**config.mk**
```make
export PLATFORM = sky130hd
export DESIGN_NAME = axil_regfile_slave_flat
export DESIGN_NICKNAME = d
export VERILOG_FILES = /design/src/rtl/axil_regfile_if.sv /design/src/rtl/axil_regfile_slave.sv /design/src/flat_wrapper.sv
export SDC_FILE = /design/constraint.sdc
export NUM_CORES = 1
export LEC_CHECK = 0
export CAP_MARGIN = 20
export CORE_AREA = 8 8 267 269
export DETAILED_ROUTE_END_ITERATION = 10
export DIE_AREA = 0 0 275 277
export DONT_BUFFER_PORTS = 1
export GPL_TIMING_DRIVEN = 1
export SYNTH_ARGS = -nofsm -noshare
export SYNTH_HDL_FRONTEND = slang
export SYNTH_SLANG_ARGS = --single-unit
```
**constraint.sdc**
```tcl
create_clock -name clk -period 19.3 [get_ports clk]
set_clock_uncertainty 0.2 [all_clocks]
set_input_delay 3.86 -clock clk [delete_from_list [all_inputs] [get_ports clk]]
set_output_delay 3.86 -clock clk [all_outputs]
set_load 0.005 [all_outputs]
```
**src/rtl/axil_regfile_if.sv**
```systemverilog
// AXI-lite bus bundle for the register-file slave, carrying native ID echo and RLAST.
interface axil_regfile_if #(
   parameter int ADDR_W = 21,
   parameter int ID_W   = 12
);
   logic              awvalid;
   logic              awready;
   logic [ADDR_W-1:0] awaddr;
   logic [ID_W-1:0]   awid;
   logic [2:0]        awprot;
   logic              wvalid;
   logic              wready;
   logic [31:0]       wdata;
   logic [3:0]        wstrb;
   logic              bvalid;
   logic              bready;
   logic [1:0]        bresp;
   logic [ID_W-1:0]   bid;
   logic              arvalid;
   logic              arready;
   logic [ADDR_W-1:0] araddr;
   logic [ID_W-1:0]   arid;
   logic [2:0]        arprot;
   logic              rvalid;
   logic              rready;
   logic [31:0]       rdata;
   logic [1:0]        rresp;
   logic [ID_W-1:0]   rid;
   logic              rlast;

   modport slave (
      input  awvalid, awaddr, awid, awprot, wvalid, wdata, wstrb, bready,
             arvalid, araddr, arid, arprot, rready,
      output awready, wready, bvalid, bresp, bid, arready, rvalid, rdata, rresp, rid, rlast
   );

   modport master (
      output awvalid, awaddr, awid, awprot, wvalid, wdata, wstrb, bready,
             arvalid, araddr, arid, arprot, rready,
      input  awready, wready, bvalid, bresp, bid, arready, rvalid, rdata, rresp, rid, rlast
   );
endinterface

```
**src/rtl/axil_regfile_slave.sv**
```systemverilog
// AXI-lite register-file slave: N_RW control words, N_RO status words, SLVERR on unmapped access.
// Optional AXIL_STATS_EN adds write/read handshake counters as two extra read-only words.
module axil_regfile_slave #(
   parameter int          ADDR_W   = 21,
   parameter int          ID_W     = 12,
   parameter int          N_RW     = 8,
   parameter int          N_RO     = 8,
   parameter logic [31:0] RW_RESET = 32'h0000_0000
) (
   input  logic                 clk,
   input  logic                 rst,
   axil_regfile_if.slave        s_axil,
   output logic [N_RW*32-1:0]   reg_rw_o,
   input  logic [N_RO*32-1:0]   reg_ro_i,
   output logic [N_RW-1:0]      wr_pulse_o
);
   localparam int         IDX_W       = ADDR_W - 2;
   localparam logic [1:0] RESP_OKAY   = 2'b00;
   localparam logic [1:0] RESP_SLVERR = 2'b10;

   typedef enum logic { W_IDLE, W_RESP } w_state_e;
   typedef enum logic { R_IDLE, R_DATA } r_state_e;

   w_state_e          w_state_q, w_state_d;
   logic              aw_got_q, aw_got_d, w_got_q, w_got_d;
   logic [IDX_W-1:0]  aw_idx_q, aw_idx_d;
   logic [ID_W-1:0]   aw_id_q, aw_id_d;
   logic [31:0]       wdata_q, wdata_d;
   logic [3:0]        wstrb_q, wstrb_d;
   logic              bvalid_q, bvalid_d;
   logic [1:0]        bresp_q, bresp_d;
   logic [ID_W-1:0]   bid_q, bid_d;
   logic [N_RW-1:0]   pulse_q, pulse_d;
   logic [31:0]       rw_q [N_RW];
   logic [31:0]       rw_d [N_RW];
   logic              wr_ok;

   r_state_e          r_state_q, r_state_d;
   logic              rvalid_q, rvalid_d;
   logic [31:0]       rdata_q, rdata_d;
   logic [1:0]        rresp_q, rresp_d;
   logic [ID_W-1:0]   rid_q, rid_d;
   logic [IDX_W-1:0]  ar_idx;
   logic              rd_hit;
   logic [31:0]       rd_word;

   logic              awready, wready, arready;
   logic              unused_bits;

`ifdef AXIL_STATS_EN
   logic [31:0]       wr_cnt_q, rd_cnt_q;
`endif

   // NOTE: readies are gated by rst so the bus sees no acceptance while reset is held.
   assign awready = !rst && (w_state_q == W_IDLE) && !aw_got_q;
   assign wready  = !rst && (w_state_q == W_IDLE) && !w_got_q;
   assign arready = !rst && (r_state_q == R_IDLE);
   assign unused_bits = ^{s_axil.awprot, s_axil.arprot, s_axil.awaddr[1:0], s_axil.araddr[1:0]};

   // NOTE: next-state logic is combinational with every *_d defaulted first, so no latches form.
   always_comb begin
      w_state_d = w_state_q;
      aw_got_d  = aw_got_q;
      aw_idx_d  = aw_idx_q;
      aw_id_d   = aw_id_q;
      w_got_d   = w_got_q;
      wdata_d   = wdata_q;
      wstrb_d   = wstrb_q;
      bvalid_d  = bvalid_q;
      bresp_d   = bresp_q;
      bid_d     = bid_q;
      pulse_d   = '0;
      rw_d      = rw_q;
      wr_ok     = 1'b0;
      case (w_state_q)
         W_IDLE: begin
            if (s_axil.awvalid && awready) begin
               aw_got_d = 1'b1;
               aw_idx_d = s_axil.awaddr[ADDR_W-1:2];
               aw_id_d  = s_axil.awid;
            end
            if (s_axil.wvalid && wready) begin
               w_got_d = 1'b1;
               wdata_d = s_axil.wdata;
               wstrb_d = s_axil.wstrb;
            end
            if (aw_got_d && w_got_d) begin
               for (int k = 0; k < N_RW; k++) begin
                  if (aw_idx_d == IDX_W'(k)) begin
                     wr_ok      = 1'b1;
                     pulse_d[k] = 1'b1;
                     for (int b = 0; b < 4; b++)
                        if (wstrb_d[b]) rw_d[k][8*b +: 8] = wdata_d[8*b +: 8];
                  end
               end
               bvalid_d  = 1'b1;
               bresp_d   = wr_ok ? RESP_OKAY : RESP_SLVERR;
               bid_d     = aw_id_d;
               aw_got_d  = 1'b0;
               w_got_d   = 1'b0;
               w_state_d = W_RESP;
            end
         end
         W_RESP: begin
            if (s_axil.bready) begin
               bvalid_d  = 1'b0;
               w_state_d = W_IDLE;
            end
         end
         default: w_state_d = W_IDLE;
      endcase
   end

   always_comb begin
      ar_idx  = s_axil.araddr[ADDR_W-1:2];
      rd_hit  = 1'b0;
      rd_word = '0;
      for (int k = 0; k < N_RW; k++)
         if (ar_idx == IDX_W'(k)) begin
            rd_hit  = 1'b1;
            rd_word = rw_q[k];
         end
      for (int k = 0; k < N_RO; k++)
         if (ar_idx == IDX_W'(N_RW + k)) begin
            rd_hit  = 1'b1;
            rd_word = reg_ro_i[32*k +: 32];
         end
`ifdef AXIL_STATS_EN
      if (ar_idx == IDX_W'(N_RW + N_RO)) begin
         rd_hit  = 1'b1;
         rd_word = wr_cnt_q;
      end
      if (ar_idx == IDX_W'(N_RW + N_RO + 1)) begin
         rd_hit  = 1'b1;
         rd_word = rd_cnt_q;
      end
`endif
   end

   always_comb begin
      r_state_d = r_state_q;
      rvalid_d  = rvalid_q;
      rdata_d   = rdata_q;
      rresp_d   = rresp_q;
      rid_d     = rid_q;
      case (r_state_q)
         R_IDLE: begin
            if (s_axil.arvalid && arready) begin
               rvalid_d  = 1'b1;
               rdata_d   = rd_word;
               rresp_d   = rd_hit ? RESP_OKAY : RESP_SLVERR;
               rid_d     = s_axil.arid;
               r_state_d = R_DATA;
            end
         end
         R_DATA: begin
            if (s_axil.rready) begin
               rvalid_d  = 1'b0;
               r_state_d = R_IDLE;
            end
         end
         default: r_state_d = R_IDLE;
      endcase
   end

   // NOTE: the register array is small and software-visible, so every word is reset, unlike a RAM.
   always_ff @(posedge clk or posedge rst) begin
      if (rst) begin
         w_state_q <= W_IDLE;
         aw_got_q  <= 1'b0;
         aw_idx_q  <= '0;
         aw_id_q   <= '0;
         w_got_q   <= 1'b0;
         wdata_q   <= '0;
         wstrb_q   <= '0;
         bvalid_q  <= 1'b0;
         bresp_q   <= '0;
         bid_q     <= '0;
         pulse_q   <= '0;
         for (int k = 0; k < N_RW; k++) rw_q[k] <= RW_RESET;
         r_state_q <= R_IDLE;
         rvalid_q  <= 1'b0;
         rdata_q   <= '0;
         rresp_q   <= '0;
         rid_q     <= '0;
      end else begin
         w_state_q <= w_state_d;
         aw_got_q  <= aw_got_d;
         aw_idx_q  <= aw_idx_d;
         aw_id_q   <= aw_id_d;
         w_got_q   <= w_got_d;
         wdata_q   <= wdata_d;
         wstrb_q   <= wstrb_d;
         bvalid_q  <= bvalid_d;
         bresp_q   <= bresp_d;
         bid_q     <= bid_d;
         pulse_q   <= pulse_d;
         rw_q      <= rw_d;
         r_state_q <= r_state_d;
         rvalid_q  <= rvalid_d;
         rdata_q   <= rdata_d;
         rresp_q   <= rresp_d;
         rid_q     <= rid_d;
      end
   end

`ifdef AXIL_STATS_EN
   // Counters wrap naturally and include SLVERR responses.
   always_ff @(posedge clk or posedge rst) begin
      if (rst) begin
         wr_cnt_q <= '0;
         rd_cnt_q <= '0;
      end else begin
         if (bvalid_q && s_axil.bready) wr_cnt_q <= wr_cnt_q + 32'd1;
         if (rvalid_q && s_axil.rready) rd_cnt_q <= rd_cnt_q + 32'd1;
      end
   end
`endif

   for (genvar k = 0; k < N_RW; k++) begin : g_rw_out
      assign reg_rw_o[32*k +: 32] = rw_q[k];
   end

   assign wr_pulse_o     = pulse_q;
   assign s_axil.awready = awready;
   assign s_axil.wready  = wready;
   assign s_axil.bvalid  = bvalid_q;
   assign s_axil.bresp   = bresp_q;
   assign s_axil.bid     = bid_q;
   assign s_axil.arready = arready;
   assign s_axil.rvalid  = rvalid_q;
   assign s_axil.rdata   = rdata_q;
   assign s_axil.rresp   = rresp_q;
   assign s_axil.rid     = rid_q;
   assign s_axil.rlast   = rvalid_q;
endmodule

```
**src/flat_wrapper.sv**
```systemverilog
// flat-port wrapper written by rule: the top's interface ports become plain ports
module axil_regfile_slave_flat 
#(
   parameter int          ADDR_W   = 21,
   parameter int          ID_W     = 12,
   parameter int          N_RW     = 8,
   parameter int          N_RO     = 8,
   parameter logic [31:0] RW_RESET = 32'h0000_0000
)
  (clk, rst, reg_rw_o, reg_ro_i, wr_pulse_o, s_axil_awvalid, s_axil_awaddr, s_axil_awid, s_axil_awprot, s_axil_wvalid, s_axil_wdata, s_axil_wstrb, s_axil_bready, s_axil_arvalid, s_axil_araddr, s_axil_arid, s_axil_arprot, s_axil_rready, s_axil_awready, s_axil_wready, s_axil_bvalid, s_axil_bresp, s_axil_bid, s_axil_arready, s_axil_rvalid, s_axil_rdata, s_axil_rresp, s_axil_rid, s_axil_rlast);
  axil_regfile_if #(.ADDR_W(ADDR_W), .ID_W(ID_W)) s_axil_i ();
  input  logic clk;
  input  logic rst;
  output logic [N_RW*32-1:0] reg_rw_o;
  input  logic [N_RO*32-1:0] reg_ro_i;
  output logic [N_RW-1:0] wr_pulse_o;
  input wire logic [$bits(s_axil_i.awvalid)-1:0] s_axil_awvalid;
  input wire logic [$bits(s_axil_i.awaddr)-1:0] s_axil_awaddr;
  input wire logic [$bits(s_axil_i.awid)-1:0] s_axil_awid;
  input wire logic [$bits(s_axil_i.awprot)-1:0] s_axil_awprot;
  input wire logic [$bits(s_axil_i.wvalid)-1:0] s_axil_wvalid;
  input wire logic [$bits(s_axil_i.wdata)-1:0] s_axil_wdata;
  input wire logic [$bits(s_axil_i.wstrb)-1:0] s_axil_wstrb;
  input wire logic [$bits(s_axil_i.bready)-1:0] s_axil_bready;
  input wire logic [$bits(s_axil_i.arvalid)-1:0] s_axil_arvalid;
  input wire logic [$bits(s_axil_i.araddr)-1:0] s_axil_araddr;
  input wire logic [$bits(s_axil_i.arid)-1:0] s_axil_arid;
  input wire logic [$bits(s_axil_i.arprot)-1:0] s_axil_arprot;
  input wire logic [$bits(s_axil_i.rready)-1:0] s_axil_rready;
  output wire logic [$bits(s_axil_i.awready)-1:0] s_axil_awready;
  output wire logic [$bits(s_axil_i.wready)-1:0] s_axil_wready;
  output wire logic [$bits(s_axil_i.bvalid)-1:0] s_axil_bvalid;
  output wire logic [$bits(s_axil_i.bresp)-1:0] s_axil_bresp;
  output wire logic [$bits(s_axil_i.bid)-1:0] s_axil_bid;
  output wire logic [$bits(s_axil_i.arready)-1:0] s_axil_arready;
  output wire logic [$bits(s_axil_i.rvalid)-1:0] s_axil_rvalid;
  output wire logic [$bits(s_axil_i.rdata)-1:0] s_axil_rdata;
  output wire logic [$bits(s_axil_i.rresp)-1:0] s_axil_rresp;
  output wire logic [$bits(s_axil_i.rid)-1:0] s_axil_rid;
  output wire logic [$bits(s_axil_i.rlast)-1:0] s_axil_rlast;
  assign s_axil_i.awvalid = s_axil_awvalid;
  assign s_axil_i.awaddr = s_axil_awaddr;
  assign s_axil_i.awid = s_axil_awid;
  assign s_axil_i.awprot = s_axil_awprot;
  assign s_axil_i.wvalid = s_axil_wvalid;
  assign s_axil_i.wdata = s_axil_wdata;
  assign s_axil_i.wstrb = s_axil_wstrb;
  assign s_axil_i.bready = s_axil_bready;
  assign s_axil_i.arvalid = s_axil_arvalid;
  assign s_axil_i.araddr = s_axil_araddr;
  assign s_axil_i.arid = s_axil_arid;
  assign s_axil_i.arprot = s_axil_arprot;
  assign s_axil_i.rready = s_axil_rready;
  assign s_axil_awready = s_axil_i.awready;
  assign s_axil_wready = s_axil_i.wready;
  assign s_axil_bvalid = s_axil_i.bvalid;
  assign s_axil_bresp = s_axil_i.bresp;
  assign s_axil_bid = s_axil_i.bid;
  assign s_axil_arready = s_axil_i.arready;
  assign s_axil_rvalid = s_axil_i.rvalid;
  assign s_axil_rdata = s_axil_i.rdata;
  assign s_axil_rresp = s_axil_i.rresp;
  assign s_axil_rid = s_axil_i.rid;
  assign s_axil_rlast = s_axil_i.rlast;
  axil_regfile_slave #(.ADDR_W(ADDR_W), .ID_W(ID_W), .N_RW(N_RW), .N_RO(N_RO), .RW_RESET(RW_RESET)) u_core (.clk(clk), .rst(rst), .s_axil(s_axil_i), .reg_rw_o(reg_rw_o), .reg_ro_i(reg_ro_i), .wr_pulse_o(wr_pulse_o));
endmodule
```
### Word-level counts from Yosys, hierarchy flattened

Index checks and enable logic that the tools add are counted.

| storage, ports and cells | value |
|---|---|
| flip-flop bits (word level) | 397 |
| bits of input ports | 371 |
| output and inout port bits | 330 |

| cells by class | value |
|---|---|
| eq/ne operators | 26 |
| multiplexer cells | 77 |
| bitwise operators | 2 |
| reductions and logical operators | 49 |

Operator list:

| operator | count |
|---|---|
| $mux W32 | 17 |
| $eq A19 B3 Y1 const B | 8 |
| $eq A19 B4 Y1 const B | 8 |
| $reduce_and A4 Y1 | 32 |
| $eq A19 B2 Y1 const B | 4 |
| $mux W1 | 47 |
| $eq A19 B1 Y1 const B | 2 |
| $logic_not A19 Y1 | 2 |
| $mux W19 | 2 |
| $mux W8 | 2 |
| $mux W12 | 1 |
| $logic_and A1 B1 Y1 | 8 |
| $mux W4 | 2 |
| $ne A2 B2 Y1 const B | 4 |
| $pmux W1 S2 | 4 |
| $reduce_and A2 Y1 | 4 |
| $mux W2 | 2 |
| $logic_not A1 Y1 | 3 |
| $not A1 Y1 | 2 |

### Logic depth before layout (Yosys ltp)

Gate-level depths: netlist of the first run.

| logic depth | value |
|---|---|
| word-level depth | 18 |
| mapped depth | 10 |
| gate-level depth less buffers | 7 |

### Worst setup path after synthesis of the first run

No wires, ideal clock.

| path | value |
|---|---|
| path kind | input-to-output |
| from | input rst |
| to | output s_axil_wready |
| arrival | 4.051 ns |
| slack | 11.189 ns |
| cell stages on the path | 1 |
| buffers on the path | 0 |
| cells stage by stage | nor3_1 |

| on the way | value |
|---|---|
| longest elaborated chain between the ends | 3 |

RTL lines:

| what | line | text |
|---|---|---|
| start: declaration | flat_wrapper.sv:13 | `input logic rst;` |
| $logic_not A1 Y1 | axil_regfile_slave.sv:56 | `assign wready = !rst && (w_state_q == W_IDLE) && !w_got_q;` |
| $logic_and A1 B1 Y1 (2 in series) | axil_regfile_slave.sv:56 |  |
| end: declaration | flat_wrapper.sv:31 | `output wire logic [$bits(s_axil_i.wready)-1:0] s_axil_wready;` |

No other way between the ends.

### Final worst setup path of the first run

Same ends and word-level chain as after synthesis.

==> flow_metrics.env, run 1 <==
export IMPL_avgSynthCellArea_um2=12.2
export IMPL_avgViaCountPerCell=6.08
export IMPL_fin_crit_sh_pct=42.6
export IMPL_dieArea_um2=76200
export IMPL_pre_cts_ws_ps=11080
export IMPL_dp_cells=2432
export IMPL_cts_inserted_buffers=46
export IMPL_die_w_um=275
export IMPL_fmax_mhz=122
export IMPL_synth_area_um2=20000
export IMPL_arrival_ps=4160
export IMPL_drt_pass1_iterations=5
export IMPL_cpMaxStageDelayCell="nor3_1"
export IMPL_cts_tree="done"
export IMPL_grt_start_max_net_pins=121
export IMPL_yosysWarnings=0
export IMPL_io_pins=701
export IMPL_antenna_found_initial=16
export IMPL_globalplace_congestion=0.881
export IMPL_status="finished, final reports clean"
export IMPL_antenna_left=0
export IMPL_maxCapViolCount=0
export IMPL_crit_path_max_fanout=6
export IMPL_fin_util_pct=33.7
export IMPL_cp_top_family="simple AND/OR/NAND/NOR gates"
export IMPL_holdWs_ps=298
export IMPL_synthFlopType="dfrtp_1"
export IMPL_end_kind="output port"
export IMPL_slew_headroom_pct=25.2
export IMPL_wl_per_cell_um=38.2
export IMPL_synthTopCellsByCount="dfrtp_1, mux2_2, nand2_1"
export IMPL_route_vias_total=15400
export IMPL_cp_depth=1
export IMPL_grt_overflow_total=0
export IMPL_start_util_pct=29.9
export IMPL_clock_root_buffer="clkbuf_16"
export IMPL_pwr_density_cell_nw_per_um2=104
export IMPL_rows=95
export IMPL_synth_edf_count=0
export IMPL_ys_async_sr_fraction_pct=100
export IMPL_synth_cells=1637
export IMPL_finalWirelength_um=96600
export IMPL_tns_ps=0
export IMPL_clock_path_buffers=3
export IMPL_yosys_top_cells_area="dfrtp_1, mux2_2, mux2_4"
export IMPL_drive_gt1_share_pct=33.6
export IMPL_cts_resized_gates=0
export IMPL_synth_seq_area_share_pct=49.5
export IMPL_fill_cells=6601
export IMPL_final_nets=1979
export IMPL_critPathKind="input port to output port"
export IMPL_slew_violations=0
export IMPL_yosysUniqueCellTypes=65
export IMPL_ys_seq_elements=395
export IMPL_tightest_slew_ps=1120
export IMPL_clk_pin_slew_ps=60
export IMPL_path_buf_inv=0
export IMPL_post_route_drc_count=0
export IMPL_rsz0062_at_grt="no"
export IMPL_hold_path_class="register to register"
export IMPL_core_um2=66800
export IMPL_hold_viol=0
export IMPL_worstPathRequired_ps=15240
export IMPL_htreeDepth=2
export IMPL_cpPeakStageDelay_ps=300
export IMPL_synth_most_common_cell="dfrtp_1"
export IMPL_synth_top_area_share_pct=49.5
export IMPL_drtIter0Drc=1434
export IMPL_area_delta_synth_final_pct=12.9
export IMPL_die_h_um=277
export IMPL_whs_path_depth=1
export IMPL_path_cells="nor3_1"
export IMPL_clock_sinks=395
export IMPL_grt_pass1_wl_um=131000
export IMPL_place_port_buffers=0
export IMPL_p_leak_uw=0.00990
export IMPL_grt_usage_pct=24.0
export IMPL_grt_pass1_vias=15700
export IMPL_post_cts_buffers=0
export IMPL_finalWorstSetupSlack_ps=11080
export IMPL_setup_viol=0
export IMPL_peakVddDrop_mv=0.0725
export IMPL_startpoint_type="input port"
export IMPL_layout_min_cycle_time_ps=8220
export IMPL_yosysTopAreaCell="dfrtp_1"
export IMPL_ctsHoldBuffers=0
export IMPL_insertion_delay_ps=590
export IMPL_rr_worst_depth=7
export IMPL_fin_cells=2527
export IMPL_dp_hpwl_um=73100
-- per-layer routing --
metal,up-vias,routed length [um],GRT usage [%]
met5,-,27,0
met4,4,3030,7.86
met3,169,11000,8.87
met2,1049,47200,40.6
met1,7932,35400,27.9
li1,6207,-,-
-- kinds of logic (layout without fill, tap and decap cells) --
group / Yosys count / count (layout) / synth area share (%)
other: 1 / 12 / 0.0188
AO/OA/AOI/OAI: 393 / 393 / 13.8
multiplexers: 395 / 395 / 25.1
buffers and inverters: 125 / 131 / 2.79
AND/OR/NAND/NOR: 328 / 328 / 8.76
flip-flops: 395 / 395 / 49.5
-- area by class of cell --
cell class / count / area [um^2] / area share [%]
flip-flops and latches: 395 / 9880 / 43.9
multi-input cells: 1118 / 9540 / 42.4
clock buffers: 59 / 1290 / 5.73
well taps: 873 / 1090 / 4.85
clock inverters: 25 / 360 / 1.60
repair buffers: 38 / 289 / 1.28
inverters: 9 / 41.3 / 0.183
diodes: 10 / 25.0 / 0.111
-- stage by stage --
stage	power, uW	cell area, um^2
2_1_floorplan	1280	20000
3_3_place_gp	1390	20800
3_5_place_dp	1410	20800
4_1_cts	2360	22500
5_1_grt	2440	22500
6_report	2350	22500
-- registers in the layout (all words and copies together), names as in the netlist, 4 cells and up --
name,flops
u_core.aw_id_q,12
u_core.wstrb_q,4
u_core.reg_rw_o,256
u_core.s_axil.bid,12
u_core.wdata_q,32
u_core.aw_idx_q,19
u_core.s_axil.rid,12
u_core.wr_pulse_o,8
u_core.s_axil.rdata,32
-- worst paths after layout --
kind,from,endpoint,slack [ps]
setup / recovery,rst,s_axil_wready,11080
hold / removal,u_core.aw_id_q[9],u_core.aw_id_q[9],300
setup reg to reg,u_core.w_state_q,u_core.reg_rw_o[17],14660
hold reg to reg,u_core.aw_id_q[9],u_core.aw_id_q[9],300
max in group asynchronous,rst,u_core.reg_rw_o[42],14200
min in group asynchronous,rst,u_core.reg_rw_o[1],3060
-- cells in the final DEF (no fill, tap or decap), types with 21 or more instances in the layout --
master / n
o22ai_1: 40
nor4_1: 21
a211oi_1: 33
o21ai_0: 61
clkbuf_16: 46
a221oi_1: 25
buf_4: 37
mux2_4: 65
nor2_1: 84
dfrtp_1: 395
mux2_2: 284
a21oi_1: 85
nand2_1: 93
mux4_2: 29
-- report_power, final --
group,internal (uW),switching (uW)
registers,935,64.2
logic,141,258
clock network,571,382
(Power assumes the default switching activity.)
==> run 2: changes to the inputs <==
- clock period: 19.3 -> 7.75 ns (I/O delays scaled with it)
==> flow_metrics.env, run 2 (synthesized netlist as in run 1, its figures left out) <==
export IMPL_clock_sinks=395
export IMPL_cp_startpoint="s_axil_araddr[15]"
export IMPL_grt_start_max_net_pins=178
export IMPL_rsz0062_at_grt="no"
export IMPL_cts_tree="done"
export IMPL_fmax_mhz=204
export IMPL_htreeDepth=2
export IMPL_final_common_cell="dfrtp_1"
export IMPL_avgViaCountPerCell=6.11
export IMPL_holdWs_ps=296
export IMPL_dieArea_um2=76200
export IMPL_dp_cells=2428
export IMPL_largest_reg_flops=256
export IMPL_netSwitchingPower_uw=1720
export IMPL_ctsHoldBuffers=0
export IMPL_die_w_um=275
export IMPL_tightest_slew_ps=1160
export IMPL_power_share_clock_pct=39.0
export IMPL_timing_rr_start="u_core.w_state_q"
export IMPL_pwr_density_cell_nw_per_um2=255
export IMPL_grt_overflow_total=0
export IMPL_fin_crit_sh_pct=63.1
export IMPL_status="finished, final reports clean"
export IMPL_sw_frac_of_total_pct=30.2
export IMPL_drt_pass1_iterations=6
export IMPL_min_delay_start="u_core.aw_id_q[11]"
export IMPL_antenna_left=0
export IMPL_drtIter0Drc=1324
export IMPL_rows=95
export IMPL_grt_pass1_vias=15700
export IMPL_insertion_delay_ps=580
export IMPL_antenna_found_initial=19
export IMPL_clock_path_buffers=3
export IMPL_clk_pin_slew_ps=60
export IMPL_grt_pass1_wl_um=133000
export IMPL_cts_resized_gates=0
export IMPL_layout_min_cycle_time_ps=4890
export IMPL_critPathKind="input port to register"
export IMPL_peakVddDrop_mv=0.193
export IMPL_fin_cells=2522
export IMPL_area_delta_synth_final_pct=12.4
export IMPL_cts_inserted_buffers=45
export IMPL_globalplace_congestion=0.906
export IMPL_post_route_drc_count=0
export IMPL_final_cell_mix="dfrtp_1, mux2_2, nand2_1, a21oi_1, nor2_1"
export IMPL_slew_headroom_pct=22.5
export IMPL_finalWirelength_um=97600
export IMPL_p_comb_share_pct=17.4
export IMPL_hold_path_class="register to register"
export IMPL_dp_hpwl_um=73700
export IMPL_worstPathRequired_ps=8030
export IMPL_clock_root_buffer="clkbuf_16"
export IMPL_drive_gt1_share_pct=33.0
export IMPL_route_vias_total=15400
export IMPL_io_pins=701
export IMPL_maxCapViolCount=0
export IMPL_crit_path_max_fanout=15
export IMPL_arrival_ps=5170
export IMPL_p_leak_uw=0.00984
export IMPL_startpoint_type="input port"
export IMPL_hold_viol=0
export IMPL_slew_violations=0
export IMPL_place_port_buffers=0
export IMPL_fin_area_um2=22400
export IMPL_end_kind="register"
export IMPL_start_util_pct=29.9
export IMPL_post_cts_buffers=0
export IMPL_grt_usage_pct=24.4
export IMPL_cell_internal_pwr_uw=3990
export IMPL_die_h_um=277
export IMPL_core_um2=66800
export IMPL_power_frac_seq_pct=43.6
export IMPL_final_nets=1975
export IMPL_setup_viol=0
export IMPL_tns_ps=0
export IMPL_place_area_um2=20800
export IMPL_fin_total_pwr_uw=5710
export IMPL_wl_per_cell_um=38.7
## run 2: cell types whose count changed in the layout (fill, tap and decap cells not counted), sizes merged
cell	previous run	this run
buf	38	34
clkbuf	59	63
clkinv	10	13
inv	12	9
bufinv	7	5
clkinvlp	5	3
diode	10	9
## run 2: per-stage QoR
step	utilization, %	setup WS [ps]
floorplan	-	684
global placement	31.2	2380
detailed placement	31.2	2230
CTS	33.5	2850
global route	33.5	2640
finish	33.6	2860
## run 2: power groups by stage
stage	Combinational, uW	Sequential (uW)	Clock, uW
after detailed placement	988	2520	0
after global placement	937	2510	0
final	993	2490	2230
after CTS	990	2490	2270
after floorplan	739	2460	0
after global routing	1070	2510	2350
## run 2: path summary, 6_finish.rpt
kind	to	cells after the start	slack [ps]
worst max-delay path	u_core.s_axil.rdata[8]	6	2860
worst min-delay path	u_core.aw_id_q[11]	1	300
worst max register to register	u_core.reg_rw_o[23]	7	3280
worst min register to register	u_core.aw_id_q[11]	1	300
max in group asynchronous	u_core.reg_rw_o[151]	2	4930
min in group asynchronous	u_core.w_got_q	1	860
## run 2: critical path, stage by stage
cell and delay, ps:
nor4_1 520, and4_2 720, nand2_1 610, nor2_2 960
a222oi_1 470, a211oi_1 300
## run 2: per-layer routing
metal / GRT usage [%] / share of wire, %
met5: 0 / 0.080
met3: 9.84 / 11
met1: 28.4 / 37
met2: 41.1 / 49
met4: 7.22 / 3.1
## run 2: area by class of cell
type                            instances  area [um^2]
Timing Repair Buffer                   35          302
Sequential cell                       395         9880
Fill cell                            6641        44400
Tap cell                              873         1090
Multi-Input combinational cell       1118         9550
Inverter                                9         37.5
Clock buffer                           62         1240
Clock inverter                         21          287
Antenna cell                            9         22.5
